## config.mk

```make
export PLATFORM = sky130hd
export DESIGN_NAME = v60_fetch_decode_queue_flat
export DESIGN_NICKNAME = d
export VERILOG_FILES = /design/src/rtl/v60_fetch_decode_queue_if.sv /design/src/rtl/v60_fetch_decode_queue.sv /design/src/flat_wrapper.sv
export SDC_FILE = /design/constraint.sdc
export NUM_CORES = 1
export LEC_CHECK = 0
export CAP_MARGIN = 20
export CORE_UTILIZATION = 60
export CTS_CLUSTER_DIAMETER = 120
export DETAILED_ROUTE_END_ITERATION = 7
export MAX_ROUTING_LAYER = met4
export PLACE_DENSITY = 0.91
export RECOVER_POWER = 50
export SYNTH_ARGS = -nofsm -noshare
export SYNTH_HDL_FRONTEND = slang
export SYNTH_SLANG_ARGS = --single-unit
```

## constraint.sdc

```tcl
create_clock -name clk -period 13.2 [get_ports clk]
set_clock_uncertainty 0.1 [all_clocks]
set_input_delay 2.64 -clock clk [delete_from_list [all_inputs] [get_ports clk]]
set_output_delay 2.64 -clock clk [all_outputs]
set_load 0.02 [all_outputs]
```

## src/rtl/v60_fetch_decode_queue_if.sv

```systemverilog
// Handshake bundles for the fetch/decode queue.
// The fetch bus carries beats into the queue; the decode bus carries records out of it.
interface v60_fetch_if #(
    parameter int FETCH_BYTES = 4
);
    logic                       fetch_valid;
    logic                       fetch_ready;
    logic [8*FETCH_BYTES-1:0]   fetch_data;

    modport master (output fetch_valid, output fetch_data, input  fetch_ready);
    modport slave  (input  fetch_valid, input  fetch_data, output fetch_ready);
endinterface

interface v60_dec_if #(
    parameter int PC_WIDTH = 32
);
    logic                   dec_valid;
    logic                   dec_ready;
    logic [PC_WIDTH-1:0]    dec_pc;
    logic [7:0]             dec_opcode;
    logic [7:0]             dec_modrm;
    logic [31:0]            dec_imm;
    logic [2:0]             dec_length;
    logic                   dec_illegal;

    modport master (output dec_valid, output dec_pc, output dec_opcode, output dec_modrm,
                    output dec_imm, output dec_length, output dec_illegal, input dec_ready);
    modport slave  (input  dec_valid, input  dec_pc, input  dec_opcode, input  dec_modrm,
                    input  dec_imm, input  dec_length, input  dec_illegal, output dec_ready);
endinterface

```

## src/rtl/v60_fetch_decode_queue.sv

```systemverilog
// Fetch/decode front end: circular byte queue fed by fixed-width beats,
// variable-length boundary finder and one registered decode record per cycle.
module v60_fetch_decode_queue #(
    parameter int FETCH_BYTES = 4,
    parameter int QUEUE_DEPTH = 16,
    parameter int PC_WIDTH    = 32
) (
    input  logic                         clk,
    input  logic                         rst_n,
    input  logic                         flush,
    input  logic [PC_WIDTH-1:0]          flush_pc,
    v60_fetch_if.slave                   fetch,
    v60_dec_if.master                    dec,
    output logic [$clog2(QUEUE_DEPTH):0] queue_level
);
    localparam int PTR_W = $clog2(QUEUE_DEPTH);
    localparam int LVL_W = PTR_W + 1;

    typedef enum logic {RUN, HALT} state_t;

    state_t              state;
    logic [7:0]          mem [QUEUE_DEPTH];
    logic [PTR_W-1:0]    rd_ptr;
    logic [PTR_W-1:0]    wr_ptr;
    logic [LVL_W-1:0]    level;
    logic [LVL_W-1:0]    level_next;
    logic [PC_WIDTH-1:0] pc;

    logic                dec_valid_q;
    logic [PC_WIDTH-1:0] dec_pc_q;
    logic [7:0]          dec_opcode_q;
    logic [7:0]          dec_modrm_q;
    logic [31:0]         dec_imm_q;
    logic [2:0]          dec_length_q;
    logic                dec_illegal_q;

    logic [7:0]          peek [5];
    logic                is_modrm;
    logic                is_illegal;
    logic [2:0]          ins_len;
    logic [31:0]         ins_imm;
    logic [7:0]          ins_modrm;
    logic                fetch_ready_c;
    logic                wr_en;
    logic                fire;

    // The opcode plus up to four trailing bytes, read straight from the head of the queue.
    for (genvar g = 0; g < 5; g++) begin : g_peek
        assign peek[g] = mem[rd_ptr + PTR_W'(g)];
    end

    always_comb begin
        is_modrm   = 1'b0;
        is_illegal = 1'b0;
        ins_len    = 3'd1;
        ins_imm    = '0;
        if (peek[0] inside {[8'h00:8'h03], [8'h08:8'h0B], [8'h28:8'h2F], [8'h88:8'h8F]}) begin
            is_modrm = 1'b1;
            unique case (peek[1][7:6])
                2'b11: ins_len = 3'd2;
                2'b01: ins_len = 3'd3;
                2'b10: ins_len = 3'd6;
                default: begin
                    if (peek[1][2:0] == 3'b100)
                        ins_len = 3'd3;
                    else if (peek[1][2:0] == 3'b101)
                        ins_len = 3'd6;
                    else
                        ins_len = 3'd2;
                end
            endcase
        end else if (peek[0] inside {[8'hB0:8'hB7], [8'h70:8'h7F], 8'hEB}) begin
            ins_len = 3'd2;
            ins_imm = {{24{peek[1][7]}}, peek[1]};
        end else if (peek[0] inside {[8'hB8:8'hBF], 8'hE9}) begin
            ins_len = 3'd5;
            ins_imm = {peek[4], peek[3], peek[2], peek[1]};
        end else if (peek[0] inside {[8'h50:8'h5F], 8'h90, 8'hF4}) begin
            ins_len = 3'd1;
        end else begin
            is_illegal = 1'b1;
        end
    end

    assign ins_modrm = is_modrm ? peek[1] : 8'h00;

    // ModR/M lengths are always >= 2, so one level test also covers "need two bytes to classify".
    assign fire = (state == RUN) && (level >= LVL_W'(ins_len)) && (!dec_valid_q || dec.dec_ready);

    assign fetch_ready_c = rst_n && (level <= LVL_W'(QUEUE_DEPTH - FETCH_BYTES));
    assign wr_en         = fetch.fetch_valid && fetch_ready_c && !flush;
    assign level_next    = level + (wr_en ? LVL_W'(FETCH_BYTES) : '0) - (fire ? LVL_W'(ins_len) : '0);

    always_ff @(posedge clk) begin
        if (wr_en) begin
            for (int i = 0; i < FETCH_BYTES; i++)
                mem[wr_ptr + PTR_W'(i)] <= fetch.fetch_data[8*i +: 8];
        end
    end

    // Flush outranks fetch and decode; a beat offered on the flush edge is dropped.
    always_ff @(posedge clk) begin
        if (!rst_n) begin
            state         <= RUN;
            rd_ptr        <= '0;
            wr_ptr        <= '0;
            level         <= '0;
            pc            <= '0;
            dec_valid_q   <= 1'b0;
            dec_pc_q      <= '0;
            dec_opcode_q  <= '0;
            dec_modrm_q   <= '0;
            dec_imm_q     <= '0;
            dec_length_q  <= '0;
            dec_illegal_q <= 1'b0;
        end else if (flush) begin
            state       <= RUN;
            rd_ptr      <= '0;
            wr_ptr      <= '0;
            level       <= '0;
            pc          <= flush_pc;
            dec_valid_q <= 1'b0;
        end else begin
            level <= level_next;
            if (wr_en)
                wr_ptr <= wr_ptr + PTR_W'(FETCH_BYTES);
            if (fire) begin
                rd_ptr        <= rd_ptr + PTR_W'(ins_len);
                pc            <= pc + PC_WIDTH'(ins_len);
                dec_valid_q   <= 1'b1;
                dec_pc_q      <= pc;
                dec_opcode_q  <= peek[0];
                dec_modrm_q   <= ins_modrm;
                dec_imm_q     <= ins_imm;
                dec_length_q  <= ins_len;
                dec_illegal_q <= is_illegal;
                if (peek[0] == 8'hF4)
                    state <= HALT;
            end else if (dec.dec_ready) begin
                dec_valid_q <= 1'b0;
            end
        end
    end

    assign fetch.fetch_ready = fetch_ready_c;
    assign dec.dec_valid     = dec_valid_q;
    assign dec.dec_pc        = dec_pc_q;
    assign dec.dec_opcode    = dec_opcode_q;
    assign dec.dec_modrm     = dec_modrm_q;
    assign dec.dec_imm       = dec_imm_q;
    assign dec.dec_length    = dec_length_q;
    assign dec.dec_illegal   = dec_illegal_q;
    assign queue_level       = level;

endmodule
```

## src/flat_wrapper.sv

```systemverilog
// flat-port wrapper written by rule: the top's interface ports become plain ports
module v60_fetch_decode_queue_flat 
#(
    parameter int FETCH_BYTES = 4,
    parameter int QUEUE_DEPTH = 16,
    parameter int PC_WIDTH    = 32
)
  (clk, rst_n, flush, flush_pc, queue_level, fetch_fetch_valid, fetch_fetch_data, fetch_fetch_ready, dec_dec_valid, dec_dec_pc, dec_dec_opcode, dec_dec_modrm, dec_dec_imm, dec_dec_length, dec_dec_illegal, dec_dec_ready);
  v60_fetch_if #(.FETCH_BYTES(FETCH_BYTES)) fetch_i ();
  v60_dec_if #(.PC_WIDTH(PC_WIDTH)) dec_i ();
  input  logic clk;
  input  logic rst_n;
  input  logic flush;
  input  logic [PC_WIDTH-1:0] flush_pc;
  output logic [$clog2(QUEUE_DEPTH):0] queue_level;
  input wire logic [$bits(fetch_i.fetch_valid)-1:0] fetch_fetch_valid;
  input wire logic [$bits(fetch_i.fetch_data)-1:0] fetch_fetch_data;
  output wire logic [$bits(fetch_i.fetch_ready)-1:0] fetch_fetch_ready;
  output wire logic [$bits(dec_i.dec_valid)-1:0] dec_dec_valid;
  output wire logic [$bits(dec_i.dec_pc)-1:0] dec_dec_pc;
  output wire logic [$bits(dec_i.dec_opcode)-1:0] dec_dec_opcode;
  output wire logic [$bits(dec_i.dec_modrm)-1:0] dec_dec_modrm;
  output wire logic [$bits(dec_i.dec_imm)-1:0] dec_dec_imm;
  output wire logic [$bits(dec_i.dec_length)-1:0] dec_dec_length;
  output wire logic [$bits(dec_i.dec_illegal)-1:0] dec_dec_illegal;
  input wire logic [$bits(dec_i.dec_ready)-1:0] dec_dec_ready;
  assign fetch_i.fetch_valid = fetch_fetch_valid;
  assign fetch_i.fetch_data = fetch_fetch_data;
  assign fetch_fetch_ready = fetch_i.fetch_ready;
  assign dec_dec_valid = dec_i.dec_valid;
  assign dec_dec_pc = dec_i.dec_pc;
  assign dec_dec_opcode = dec_i.dec_opcode;
  assign dec_dec_modrm = dec_i.dec_modrm;
  assign dec_dec_imm = dec_i.dec_imm;
  assign dec_dec_length = dec_i.dec_length;
  assign dec_dec_illegal = dec_i.dec_illegal;
  assign dec_i.dec_ready = dec_dec_ready;
  v60_fetch_decode_queue #(.FETCH_BYTES(FETCH_BYTES), .QUEUE_DEPTH(QUEUE_DEPTH), .PC_WIDTH(PC_WIDTH)) u_core (.clk(clk), .rst_n(rst_n), .flush(flush), .flush_pc(flush_pc), .fetch(fetch_i), .dec(dec_i), .queue_level(queue_level));
endmodule
```

# Yosys cells after proc, flatten, opt, wreduce, memory -nomap -nowiden
# Memory sizes are Yosys's and may differ from the RTL's. A register that Yosys moved wholly into a read port is not among the register bits.
# Index checks and enable logic that the tools add are counted.
# Widths: inputs -> output; s select.
[classes]
magnitude_cmp = 18
muxes = 25
bitwise = 3
n_addsub = 12
n_reduce_logical = 25
eq_ne = 9
[op_table]
columns = ["cell", "n"]
rows = [
  ["$mux 32", 5],
  ["$add 32x3->32", 1],
  ["$eq 8x8->1 const B", 4],
  ["$ge 8x8->1 const B", 3],
  ["$le 8x8->1 const B", 3],
  ["$mux 3", 7],
  ["$add 4x2->4 const B", 4],
  ["$ge 8x7->1 const B", 2],
  ["$le 8x7->1 const B", 2],
  ["$logic_and 1x1->1", 13],
  ["$mux 1", 9],
  ["$pmux 3 s3", 1],
  ["$add 4x1->4 const B", 2],
  ["$add 4x3->4 const B", 2],
  ["$ge 8x1->1 const B", 1],
  ["$ge 8x4->1 const B", 1],
  ["$ge 8x6->1 const B", 1],
  ["$le 8x2->1 const B", 1],
  ["$le 8x4->1 const B", 1],
  ["$le 8x6->1 const B", 1],
  ["$mux 4", 2],
  ["$mux 8", 1],
  ["$eq 3x3->1 const B", 2],
  ["$reduce_bool 2->1", 3],
  ["other kinds (14)", 20],
]
[word_totals]
out_inout_bits = 91
word_cells = 105
memories = 1
ramBits = 128
in_bits = 69
register_bits = 131
[mem_list]
columns = ["name", "words", "width", "rd", "rd_ports_with_merged_regs", "wr", "line_no", "text"]
rows = [
  ["u_core.mem", 16, 8, 5, 1, 4, "v60_fetch_decode_queue.sv:22", "logic [7:0] mem [QUEUE_DEPTH];"],
]

# Logic depth before layout (Yosys ltp)
# Gate-level depths: netlist of run 1.
# An unclocked memory read counts as a cell.
[logic_depth]
ltp_word = 12
depth_mapped = 29
mapped_depth_nobuf = 22

# Worst setup path before layout of run 1
# Ideal clock, no wire load.
[synth_path]
path_type = "reg2reg"
start = "reg u_core.rd_ptr[0]"
end = "reg u_core.level[4] (netlist: u_core.queue_level[4])"
path_buffers = 7
t_arrival_ns = 6.560
required_ns = 12.972
slack_ns = 6.413
synth_period_minus_slack_ns = 6.787
path_stages_with_launch = 29
setup_ns = 0.128
cell_sequence = "dfxtp_1 -> buf_2 -> inv_2 -> buf_1 -> ha_1 -> buf_2 -> buf_2 -> mux4_2 -> mux4_2 -> nor3b_1 -> nor2_1 -> nor3_1 -> a21oi_1 -> inv_1 -> ha_1 -> nand2_1 -> nor3_1 -> o21ai_1 -> a221o_1 -> clkbuf_1 -> buf_1 -> buf_1 -> or2_1 -> fa_1 -> ha_1 -> a21o_1 -> a21oi_1 -> xnor2_1 -> nor2_1"
[synth_between]
word_cells_on_any_way = 16
classes_between = "add/sub (2); order compare (1); eq/ne (5); mux (5); reduce/logical (2); memory (1)"
[synth_lines]
columns = ["item", "line_no", "text"]
rows = [
  ["start: declaration", "v60_fetch_decode_queue.sv:23", "logic [PTR_W-1:0] rd_ptr;"],
  ["start signal: assignment", "v60_fetch_decode_queue.sv:128", "rd_ptr <= rd_ptr + PTR_W'(ins_len);"],
  ["$add 4x1->4 (*)", "v60_fetch_decode_queue.sv:49", "assign peek[g] = mem[rd_ptr + PTR_W'(g)];"],
  ["$mem_v2 16x8 (*)", "n/a", ""],
  ["$eq 3x3->1", "v60_fetch_decode_queue.sv:64", "if (peek[1][2:0] == 3'b100)"],
  ["$mux 3", "v60_fetch_decode_queue.sv:64", ""],
  ["$pmux 3 s3 (*)", "v60_fetch_decode_queue.sv:59", "unique case (peek[1][7:6])"],
  ["$mux 3 (*)", "v60_fetch_decode_queue.sv:57", "if (peek[0] inside {[8'h00:8'h03], [8'h08:8'h0B], [8'h28:8'h2F], [8'h88:8'h8F]}) begin"],
  ["net u_core.ins_len[0]", "v60_fetch_decode_queue.sv:40", "logic [2:0] ins_len;"],
  ["$ge 5x3->1", "v60_fetch_decode_queue.sv:88", "assign fire = (state == RUN) && (level >= LVL_W'(ins_len)) && (!dec_valid_q || dec.dec_ready);"],
  ["$logic_and 1x1->1 (2 in series)", "v60_fetch_decode_queue.sv:88", ""],
  ["$mux 3 (*)", "v60_fetch_decode_queue.sv:92", "assign level_next = level + (wr_en ? LVL_W'(FETCH_BYTES) : '0) - (fire ? LVL_W'(ins_len) : '0);"],
  ["$sub 5x5->5 (*)", "v60_fetch_decode_queue.sv:92", ""],
  ["end signal: assignment", "v60_fetch_decode_queue.sv:124", "level <= level_next;"],
  ["end: declaration", "v60_fetch_decode_queue.sv:25", "logic [LVL_W-1:0] level;"],
]
# Mark *: on every way through the listed nets, which the timed path passes. The rest lies on a longest branch.
# A chain may end at the register's enable or synchronous reset.

# Worst setup path in the final report of run 1
[layout_path]
start = "in rst_n"
end = "out fetch_fetch_ready"
[layout_between]
elab_chain_len = 1
[layout_lines]
columns = ["item", "line_no", "text"]
rows = [
  ["start: declaration", "flat_wrapper.sv:12", "input logic rst_n;"],
  ["$logic_and 1x1->1", "v60_fetch_decode_queue.sv:90", "assign fetch_ready_c = rst_n && (level <= LVL_W'(QUEUE_DEPTH - FETCH_BYTES));"],
  ["end: declaration", "flat_wrapper.sv:18", "output wire logic [$bits(fetch_i.fetch_ready)-1:0] fetch_fetch_ready;"],
]
# No other way between the ends.

==> reports/results.ini, run 1 <==
[run_status]
outcome = complete, but fails checks
violations = capacitance limit, slew limit

[layout]
stdcell_count = 1603
ratio_of_cells_with_drive_above_1_in_the_final_layout_pct = 21.7
area_growth_from_synthesis_to_layout_pct = 18.5
finalNetCount = 1356
final_util_pct = 72.4
fin_area_sq_mm = 0.0176

[logic_synthesis]
synth_most_common_cell = sky130_fd_sc_hd__mux4_2
synthesis.area_sq_mm = 0.0148
synthDistinctLibCells = 60
synth-warning-count = 0
syn-instance-count = 1131
netlist.top_cell.by_area = sky130_fd_sc_hd__mux4_2
synth_flop_cell = sky130_fd_sc_hd__dfxtp_1
post_synth.cell_area_avg_sq_um = 13.1
share_of_flip_flops_with_an_asynchronous_set_or_reset_after_synthesis_pct = 0
synth_common_cells = sky130_fd_sc_hd__mux4_2, sky130_fd_sc_hd__nand2_1, sky130_fd_sc_hd__dfxtp_1, sky130_fd_sc_hd__edfxtp_1, sky130_fd_sc_hd__a21oi_1
fraction_of_the_yosys_area_taken_by_sequential_cells_pct = 43.9
synth.net_count = 1229
synth-edff-count = 128
post-synth-top-area-fraction_pct = 28.3
postSynthRegisterBits = 261
yosys-top-cells-area = sky130_fd_sc_hd__mux4_2, sky130_fd_sc_hd__edfxtp_1, sky130_fd_sc_hd__dfxtp_1, sky130_fd_sc_hd__nand2_1, sky130_fd_sc_hd__ha_1

[cts]
ctsRootBufferMaster = sky130_fd_sc_hd__clkbuf_16
post_cts_hold_buffer_count = 0
insertion_delay_ns = 0.55
tritoncts.num_buffers = 26
clk_transition_reported_paths_ns = 0.06
cts_post_setup_buffers_inserted = 0
clk_path_buf_depth = 3
post_cts_resize_count = 0
cts_tree = built
htreeDepth = 1
numClockSinks = 261

[floorplan]
io_pins = 160
die_w_um = 159
initial_core_util_pct = 61.1
design.die.area_sq_mm = 0.0253
die_height_um = 159
design.core.area_sq_mm = 0.0242
std_cell_rows = 57

[power_and_ir_drop]
netSwitchingFraction_pct = 37.2
max-vdd-ir-drop_v = 0.000139
pwr-share-comb_pct = 47.2
switchingPower_mw = 1.26
power_frac_clock_pct = 22.9
finalPower_mw = 3.38
p_seq_share_pct = 29.9
power.density_mw_per_mm2 = 193
p_leak_nw = 6.15
p_int_mw = 2.12

[grt]
globalRouteOverflowTotal = 0
maximum_number_of_pins_on_one_net_before_global_route_repair = 86
number_of_antenna_violations_at_the_first_check_in_global_routing = 1
grtUsageTotal_pct = 33.3
grt_first_pass_wirelength_um = 63600
grt_pass1_vias = 11200

[routing]
first_pass_iters = 8
drc_errors = 0
drt_first_iter_violations = 1436
antenna_left = 0
number_of_vias_after_detailed_routing = 11300
detail_route.vias_per_cell = 7.08
route.detailed.wl_per_inst_um = 25.3
total_length_of_routed_wires_um = 40600

[sta]
max_slew_margin_pct = -96.3
layout_worst_path_cycle_share_pct = 65.2
rsz0062_at_grt = false
final_hold_viol_count = 0
layout_setup_ws_ns = 4.60
final-max-slew-violation-count = 218
totalNegativeSetupSlack_ns = 0
timing.fmax_mhz = 116
hold_ws_ns = 0.356
setup_viol_count_final = 0
finalWorstPathRequiredPeriod_ns = 8.60
worst_slew_pin_slew_ns = 2.94

[worst_setup_path]
critPathCapture = fetch_fetch_ready
arrival_ns = 5.86
timing.setup.critical_path_class = input pin to primary output
reg2reg_to = u_core.dec.dec_imm[13]$_SDFFE_PN0P_
cp_data_required_time_ns = 10.46
worst_setup_end_kind = primary output
worst-r2r-cell-count = 20
rr_startpoint = u_core.rd_ptr[3]$_SDFFE_PP0N_
critPathMaxFanout = 85
crit_path_start_kind = input pin
regToRegSetupSlack_ns = 5.75
cp-startpoint = rst_n

[min_path]
number_of_cells_traversed_by_the_worst_hold_path = 2
timing.hold.worst.class = flop to flop

[placed_design]
placed_cell_area_sq_mm = 0.0166
place_congestion = 0.977
numPlacedInstances = 1550
detailedPlace.worstSlack_ns = 5.64
port_buffers = 159
detailedPlacementHpwl_um = 27000

[run]
timing.max_cap.violations = 5

## cell families (layout without fill, tap and decap cells)
| family | after synthesis | after routing | share of synthesized area, % |
|---|---|---|---|
| AO/OA/AOI/OAI | 213 | 213 | 9.73 |
| XOR/XNOR | 40 | 40 | 2.36 |
| adder cells (fa/ha/maj) | 29 | 29 | 2.65 |
| buffers and inverters | 104 | 251 | 3.11 |
| flip-flops | 261 | 261 | 43.9 |
| multiplexers | 199 | 199 | 29.2 |
| other | 0 | 1 | 0 |
| AND/OR/NAND/NOR | 285 | 285 | 9.04 |
## cell usage in the layout, fill, tap and decap left out, types with 9 or more instances in the layout
cell	Yosys	layout
sky130_fd_sc_hd__xnor2_1	25	24
sky130_fd_sc_hd__dlygate4sd3_1	0	122
sky130_fd_sc_hd__nand2b_1	10	9
sky130_fd_sc_hd__buf_4	4	17
sky130_fd_sc_hd__nand2_1	164	164
sky130_fd_sc_hd__a21boi_0	40	40
sky130_fd_sc_hd__ha_1	25	24
sky130_fd_sc_hd__o21ai_0	31	31
sky130_fd_sc_hd__nand3_1	13	13
sky130_fd_sc_hd__nor2_1	31	30
sky130_fd_sc_hd__and2_1	18	15
sky130_fd_sc_hd__edfxtp_1	128	128
sky130_fd_sc_hd__o21ai_1	25	25
sky130_fd_sc_hd__o211a_1	9	9
sky130_fd_sc_hd__clkdlybuf4s50_1	0	36
sky130_fd_sc_hd__a22oi_1	9	9
sky130_fd_sc_hd__clkbuf_16	0	27
sky130_fd_sc_hd__inv_1	14	15
sky130_fd_sc_hd__dfxtp_1	133	131
sky130_fd_sc_hd__mux2i_1	12	12
sky130_fd_sc_hd__a21oi_1	55	55
sky130_fd_sc_hd__xor2_1	15	14
sky130_fd_sc_hd__mux4_2	186	186
## area by class of cell
type / count / area, sq um
sequential: 261 / 6510
multi-input combinational: 766 / 7880
clock inverter: 16 / 179
fill: 1469 / 6690
clock buffer: 32 / 734
tap: 324 / 405
inverter: 19 / 71.3
timing repair buffer: 184 / 1780
antenna: 1 / 2.50
## worst min-delay path by stage
stage                                        start                             endpoint  slack, ns
6_report       u_core.dec.dec_imm[20]$_SDFFE_PN0P_  u_core.dec.dec_imm[20]$_SDFFE_PN0P_       0.36
2_1_floorplan           u_core.pc[31]$_SDFFE_PN0P_   u_core.dec.dec_pc[31]$_SDFFE_PN0P_       0.35
4_1_cts        u_core.dec.dec_imm[20]$_SDFFE_PN0P_  u_core.dec.dec_imm[20]$_SDFFE_PN0P_       0.36
5_1_grt        u_core.dec.dec_imm[21]$_SDFFE_PN0P_  u_core.dec.dec_imm[21]$_SDFFE_PN0P_       0.37
3_3_place_gp   u_core.dec.dec_imm[15]$_SDFFE_PN0P_  u_core.dec.dec_imm[15]$_SDFFE_PN0P_       0.34
3_5_place_dp   u_core.dec.dec_imm[20]$_SDFFE_PN0P_  u_core.dec.dec_imm[20]$_SDFFE_PN0P_       0.35
## worst max-delay path, cell delays in order
cell	delay, ns
sky130_fd_sc_hd__buf_2	0.07
sky130_fd_sc_hd__clkbuf_1	2.06
sky130_fd_sc_hd__nor3b_1	0.40
sky130_fd_sc_hd__clkdlybuf4s50_1	0.65
## power groups by stage
stage | Combinational [mW] | Sequential, mW | Clock [mW]
2_1_floorplan | 1.12 | 1.07 | 0
3_3_place_gp | 1.52 | 1.02 | 0
3_5_place_dp | 1.57 | 1.03 | 0
4_1_cts | 1.59 | 1.01 | 0.783
5_1_grt | 1.69 | 1.02 | 0.814
6_report | 1.60 | 1.01 | 0.776
## flip-flops by register name, summed over array words and instances (netlist names), named ones only
| register | flops |
|---|---|
| u_core.mem | 128 |
| u_core.dec.dec_imm | 32 |
| u_core.dec.dec_pc | 32 |
| u_core.pc | 32 |
| u_core.dec.dec_modrm | 8 |
| u_core.dec.dec_opcode | 8 |
| u_core.queue_level | 5 |
| u_core.rd_ptr | 4 |
| u_core.dec.dec_length | 3 |
| u_core.wr_ptr | 2 |
| u_core.dec.dec_illegal | 1 |
| u_core.dec.dec_valid | 1 |
| u_core.state | 1 |
## routing by layer
metal / global-route usage (%) / routed length (um) / share of wire, %
met1: 41.8 / 13800 / 34
met2: 50.7 / 19300 / 48
met3: 8.39 / 5200 / 13
met4: 16.7 / 2290 / 5.6
met5: - / 0 / 0
Power figures use the tool's default switching activity.
==> run 2: changes to the inputs <==
--- a/config.mk
+++ b/config.mk
@@ -6,11 +6,11 @@
 export NUM_CORES = 1
 export LEC_CHECK = 0
 export CAP_MARGIN = 20
-export CORE_UTILIZATION = 60
+export CORE_UTILIZATION = 58
 export CTS_CLUSTER_DIAMETER = 120
 export DETAILED_ROUTE_END_ITERATION = 7
 export MAX_ROUTING_LAYER = met4
-export PLACE_DENSITY = 0.91
+export PLACE_DENSITY = 0.89
 export RECOVER_POWER = 50
 export SYNTH_ARGS = -nofsm -noshare
 export SYNTH_HDL_FRONTEND = slang
==> constraint.sdc (replaced) <==
create_clock -name clk -period 8.5 [get_ports clk]
set_clock_uncertainty 0.1 [all_clocks]
set_input_delay 1.7 -clock clk [delete_from_list [all_inputs] [get_ports clk]]
set_output_delay 1.7 -clock clk [all_outputs]
set_load 0.02 [all_outputs]
==> run 2 against run 1 <==
Combinational power rose by 52%. Global-route usage is 1.5 points lower. Clock-buffer cell count increased by 7. Non-clock buffer count up 1. Die area grew 3.4%. Sequential share of layout area fell by 0.10 points. Sequential cell count unchanged. The run still ends with capacitance limit, slew limit left. Final cell count is 0.50% higher. Total power grew 56%. Core utilization decreased by 2.3 points.
==> reports/results.ini, run 2 (same netlist as run 1, synthesis figures left out) <==
[floorplan]
die_w_um = 162
design.die.area_sq_mm = 0.0262
io_pins = 160
std_cell_rows = 58
die_height_um = 162
design.core.area_sq_mm = 0.0251
initial_core_util_pct = 59.0

[power_and_ir_drop]
p_leak_nw = 6.18
finalPower_mw = 5.28
max-vdd-ir-drop_v = 0.000236
power.density_mw_per_mm2 = 300

[run]
timing.max_cap.violations = 4

[cts]
htreeDepth = 1
clk_path_buf_depth = 3
post_cts_resize_count = 0
post_cts_hold_buffer_count = 0
clk_transition_reported_paths_ns = 0.06
cts_post_setup_buffers_inserted = 0
insertion_delay_ns = 0.55
numClockSinks = 261
tritoncts.num_buffers = 27
ctsRootBufferMaster = sky130_fd_sc_hd__clkbuf_16
cts_tree = built

[layout]
ratio_of_cells_with_drive_above_1_in_the_final_layout_pct = 21.9
finalNetCount = 1358
commonest_cells_after_routing_fill_and_taps_aside = sky130_fd_sc_hd__mux4_2, sky130_fd_sc_hd__nand2_1, sky130_fd_sc_hd__dfxtp_1
regMostFlops = u_core.mem
layout_commonest_cell = sky130_fd_sc_hd__mux4_2
stdcell_count = 1611
antennaDiodeCount = 0
largest_reg_flops = 128
area_growth_from_synthesis_to_layout_pct = 18.9

[sta]
layout_worst_path_cycle_share_pct = 81.5
max_slew_margin_pct = -100
timing.fmax_mhz = 144
layout_setup_ws_ns = 1.57
final_hold_viol_count = 0
rsz0062_at_grt = false
final-max-slew-violation-count = 186
finalWorstPathRequiredPeriod_ns = 6.93
setup_viol_count_final = 0
totalNegativeSetupSlack_ns = 0
worst_slew_pin_slew_ns = 3.01

[routing]
route.detailed.wl_per_inst_um = 24.7
detail_route.vias_per_cell = 6.93
drt_first_iter_violations = 1391
antenna_left = 0
drc_errors = 0
first_pass_iters = 6
total_length_of_routed_wires_um = 39900
number_of_vias_after_detailed_routing = 11200

[grt]
grtUsageTotal_pct = 31.8
grt_pass1_vias = 11100
globalRouteOverflowTotal = 0
maximum_number_of_pins_on_one_net_before_global_route_repair = 86
grt_first_pass_wirelength_um = 62300
number_of_antenna_violations_at_the_first_check_in_global_routing = 0

[placed_design]
port_buffers = 159
detailedPlace.worstSlack_ns = 1.86
numPlacedInstances = 1557
place_congestion = 0.995
detailedPlacementHpwl_um = 27200

[worst_setup_path]
cp_data_required_time_ns = 6.70
timing.setup.critical_path_class = input pin to primary output
crit_path_start_kind = input pin
arrival_ns = 5.13
worst_setup_end_kind = primary output
critPathMaxFanout = 85

[run_status]
violations = capacitance limit, slew limit
outcome = complete, but fails checks

[min_path]
timing.hold.worst.class = flop to flop

## run 2: cell count changes in the layout (fill, tap and decap cells not counted), moves of 2 or more
cell,change
sky130_fd_sc_hd__inv_4,+2
sky130_fd_sc_hd__clkbuf_8,-2
sky130_fd_sc_hd__bufinv_16,-2
sky130_fd_sc_hd__and2_1,+3
sky130_fd_sc_hd__clkinv_1,-2
sky130_fd_sc_hd__buf_4,+2
sky130_fd_sc_hd__clkbuf_1,+3
sky130_fd_sc_hd__clkbuf_16,+5
sky130_fd_sc_hd__and2_0,-3
## run 2: layer usage
| layer | part of all wire, % | up-vias | global-route usage [%] |
|---|---|---|---|
| met5 | 0 | - | - |
| met4 | 4.9 | 0 | 13.0 |
| met3 | 12 | 180 | 6.59 |
| met2 | 48 | 856 | 50.3 |
| met1 | 35 | 5458 | 40.3 |
| li1 | - | 4671 | - |
## run 2: final timing paths
path,from,cells past startpoint,to,slack (ns)
max,rst_n,4,fetch_fetch_ready,1.57
min,u_core.dec.dec_imm[31]$_SDFFE_PN0P_,2,u_core.dec.dec_imm[31]$_SDFFE_PN0P_,0.34
max reg2reg,u_core.rd_ptr[3]$_SDFFE_PP0N_,18,u_core.dec.dec_imm[9]$_SDFFE_PN0P_,1.70
min reg2reg,u_core.dec.dec_imm[31]$_SDFFE_PN0P_,2,u_core.dec.dec_imm[31]$_SDFFE_PN0P_,0.34
## run 2: final cells by class
type,count,area (sq um)
inverters,19,71.3
well taps,330,413
repair buffers,185,1790
fillers,1652,7500
clock inverters,11,98.8
multi-input cells,766,7880
flip-flops and latches,261,6510
clock buffers,39,847
## run 2: critical path, cell delays in order
cell	delay [ns]
sky130_fd_sc_hd__buf_2	0.08
sky130_fd_sc_hd__clkbuf_1	2.11
sky130_fd_sc_hd__nor3b_1	0.53
sky130_fd_sc_hd__clkdlybuf4s50_1	0.69
## run 2: power by group
| group | switching (mW) | internal, mW |
|---|---|---|
| clock network | 0.501 | 0.729 |
| logic | 1.29 | 1.15 |
| registers | 0.164 | 1.45 |
| total | 1.95 | 3.32 |
## run 2: stage by stage
| stage | utilization [%] | hold WS [ns] | cell area, sq um |
|---|---|---|---|
| 2_1_floorplan | - | 0.353 | 14800 |
| 3_3_place_gp | 66.2 | 0.338 | 16600 |
| 3_5_place_dp | 66.2 | 0.340 | 16600 |
| 4_1_cts | 70.0 | 0.348 | 17600 |
| 5_1_grt | 70.1 | 0.381 | 17600 |
| 6_report | 70.1 | 0.344 | 17600 |
==> run 3: changes to the inputs <==
==> constraint.sdc (replaced) <==
create_clock -name clk -period 6.72 [get_ports clk]
set_clock_uncertainty 0.1 [all_clocks]
set_input_delay 1.344 -clock clk [delete_from_list [all_inputs] [get_ports clk]]
set_output_delay 1.344 -clock clk [all_outputs]
set_load 0.02 [all_outputs]
==> run 3 against run 2 <==
The flow finishes with violations (DRC, capacitance limit, slew limit). Largest power group unchanged. Clock power grew 19%. Sequential cell count did not move. Register-to-register slack lost 1.0 ns. Cell area down 0.35%. Highest routed layer unchanged. Total power is 26% higher. Non-clock buffer count is 6 higher. First-iteration DRC count rose by 21%. Sequential share of layout area increased by 0.13 points.
==> reports/results.ini, run 3 (same netlist as run 1, synthesis figures left out) <==
[power_and_ir_drop]
p_leak_nw = 6.09
max-vdd-ir-drop_v = 0.000330
power.density_mw_per_mm2 = 378

[worst_setup_path]
cp_data_required_time_ns = 7.02
arrival_ns = 6.36
critical_path_buf_inv_count = 1
regToRegSetupSlack_ns = 0.66
crit_chain = mux4_2 -> a22oi_1 -> nand2_1 -> nor4b_4 -> a22oi_4 -> nor3_1 -> a21oi_1 -> inv_1 -> ha_1 -> nand2_1 -> nor3_1 -> o21ai_1 -> a221o_1 -> or2_1 -> fa_1 -> ha_1 -> a21o_1 -> a21oi_1 -> xnor2_1 -> nor2_1
critPathMaxFanout = 25
cpPeakStageDelay_ns = 0.95
path_depth = 20
crit_path_start_kind = flop
worst_path_dominant_cell_family = compound AO/OA/AOI/OAI gates
timing.setup.critical_path_class = flop to flop
worst_setup_end_kind = flop
worst_path_max_delay_cell = sky130_fd_sc_hd__dfxtp_2
worst-r2r-cell-count = 20

[layout]
regMostFlops = u_core.mem
commonest_cells_after_routing_fill_and_taps_aside = sky130_fd_sc_hd__mux4_2, sky130_fd_sc_hd__nand2_1, sky130_fd_sc_hd__dfxtp_1
fin_area_sq_mm = 0.0175
finalNetCount = 1363
layout.filler_cells = 1626
ratio_of_cells_with_drive_above_1_in_the_final_layout_pct = 22.0
area_growth_from_synthesis_to_layout_pct = 18.5
largest_reg_flops = 128
antennaDiodeCount = 0
layout_commonest_cell = sky130_fd_sc_hd__mux4_2

[sta]
final-max-slew-violation-count = 99
worst_slew_pin_slew_ns = 2.43
max_slew_margin_pct = -62.0
totalNegativeSetupSlack_ns = 0
setup_viol_count_final = 0
layout_setup_ws_ns = 0.664
rsz0062_at_grt = false
final_hold_viol_count = 0
layout_worst_path_cycle_share_pct = 90.1
timing.fmax_mhz = 165
finalWorstPathRequiredPeriod_ns = 6.06

[placed_design]
place_congestion = 0.986
placed_cell_area_sq_mm = 0.0167
detailedPlace.worstSlack_ns = 0.743
detailedPlacementHpwl_um = 27800
port_buffers = 159

[floorplan]
design.core.area_sq_mm = 0.0251
design.die.area_sq_mm = 0.0262
io_pins = 160
initial_core_util_pct = 59.0
die_height_um = 162
std_cell_rows = 58
die_w_um = 162

[cts]
ctsRootBufferMaster = sky130_fd_sc_hd__clkbuf_16
clk_path_buf_depth = 3
post_cts_resize_count = 0
tritoncts.num_buffers = 26
numClockSinks = 261
cts_post_setup_buffers_inserted = 0
post_cts_hold_buffer_count = 0
insertion_delay_ns = 0.54
cts_tree = built
htreeDepth = 1
clk_transition_reported_paths_ns = 0.07

[grt]
maximum_number_of_pins_on_one_net_before_global_route_repair = 85
number_of_antenna_violations_at_the_first_check_in_global_routing = 0
globalRouteOverflowTotal = 0
grt_first_pass_wirelength_um = 65300
grtUsageTotal_pct = 33.5
grt_pass1_vias = 11400

[routing]
drt_first_iter_violations = 1679
number_of_vias_after_detailed_routing = 11400
antenna_left = 0
detail_route.vias_per_cell = 7.10
total_length_of_routed_wires_um = 41700
drc_errors = 1
route.detailed.wl_per_inst_um = 25.8
first_pass_iters = 8

[min_path]
timing.hold.worst.class = flop to flop
number_of_cells_traversed_by_the_worst_hold_path = 2

[run]
timing.max_cap.violations = 3

[run_status]
outcome = complete, but fails checks
violations = DRC, capacitance limit, slew limit

run 3: per-stage QoR:
step | cells | power, mW | utilization (%) | hold slack [ns]
detailed placement | 1567 | 5.16 | 66.5 | 0.345
finish | 1613 | 6.64 | 69.9 | 0.349
CTS | 1613 | 6.65 | 69.9 | 0.354
global placement | 1566 | 5.04 | 66.5 | 0.339
global route | 1613 | 6.93 | 69.9 | 0.378
floorplan | 1131 | 4.29 | - | 0.353
run 3: final cells by class:
| class | instances | area [sq um] | share of cell area [%] |
|---|---|---|---|
| clock buffer | 33 | 739 | 4.21 |
| clock inverter | 13 | 124 | 0.706 |
| inverter | 19 | 71.3 | 0.406 |
| multi-input combinational | 766 | 7880 | 44.9 |
| sequential | 261 | 6510 | 37.1 |
| tap | 330 | 413 | 2.35 |
| timing repair buffer | 191 | 1820 | 10.3 |
run 3: final timing paths:
kind	to	startpoint
hold / removal	u_core.dec.dec_imm[26]$_SDFFE_PN0P_	u_core.dec.dec_imm[26]$_SDFFE_PN0P_
setup / recovery	u_core.queue_level[4]$_SDFF_PP0_	flop
hold reg to reg	u_core.dec.dec_imm[26]$_SDFFE_PN0P_	u_core.dec.dec_imm[26]$_SDFFE_PN0P_
setup reg to reg	u_core.queue_level[4]$_SDFF_PP0_	flop
run 3: metal layers:
metal / global-route usage, % / up-vias / routed length, um / part of all wire (%)
met4: 18.1 / 0 / 2470 / 5.9
met3: 6.79 / 221 / 4780 / 11
met5: - / - / 0 / 0
met2: 51.1 / 998 / 19600 / 47
met1: 42.3 / 5558 / 14800 / 35
li1: - / 4671 / - / -
run 3: power by group:
part	switching [mW]	internal, mW	leakage (nW)
clock	0.610	0.854	0.421
combinational	1.72	1.46	3.43
sequential	0.162	1.83	2.24
run 3: worst register-to-register path: stages (launching register included):
cell and delay, ns:
sky130_fd_sc_hd__dfxtp_2 0.95, sky130_fd_sc_hd__mux4_2 0.65, sky130_fd_sc_hd__a22oi_1 0.40, sky130_fd_sc_hd__nand2_1 0.28, sky130_fd_sc_hd__nor4b_4 0.21, sky130_fd_sc_hd__a22oi_4 0.32, sky130_fd_sc_hd__nor3_1 0.11, sky130_fd_sc_hd__a21oi_1 0.23
sky130_fd_sc_hd__inv_1 0.13, sky130_fd_sc_hd__ha_1 0.29, sky130_fd_sc_hd__nand2_1 0.05, sky130_fd_sc_hd__nor3_1 0.16, sky130_fd_sc_hd__o21ai_1 0.13, sky130_fd_sc_hd__a221o_1 0.34, sky130_fd_sc_hd__or2_1 0.24, sky130_fd_sc_hd__fa_1 0.50
sky130_fd_sc_hd__ha_1 0.32, sky130_fd_sc_hd__a21o_1 0.16, sky130_fd_sc_hd__a21oi_1 0.16, sky130_fd_sc_hd__xnor2_1 0.14, sky130_fd_sc_hd__nor2_1 0.05
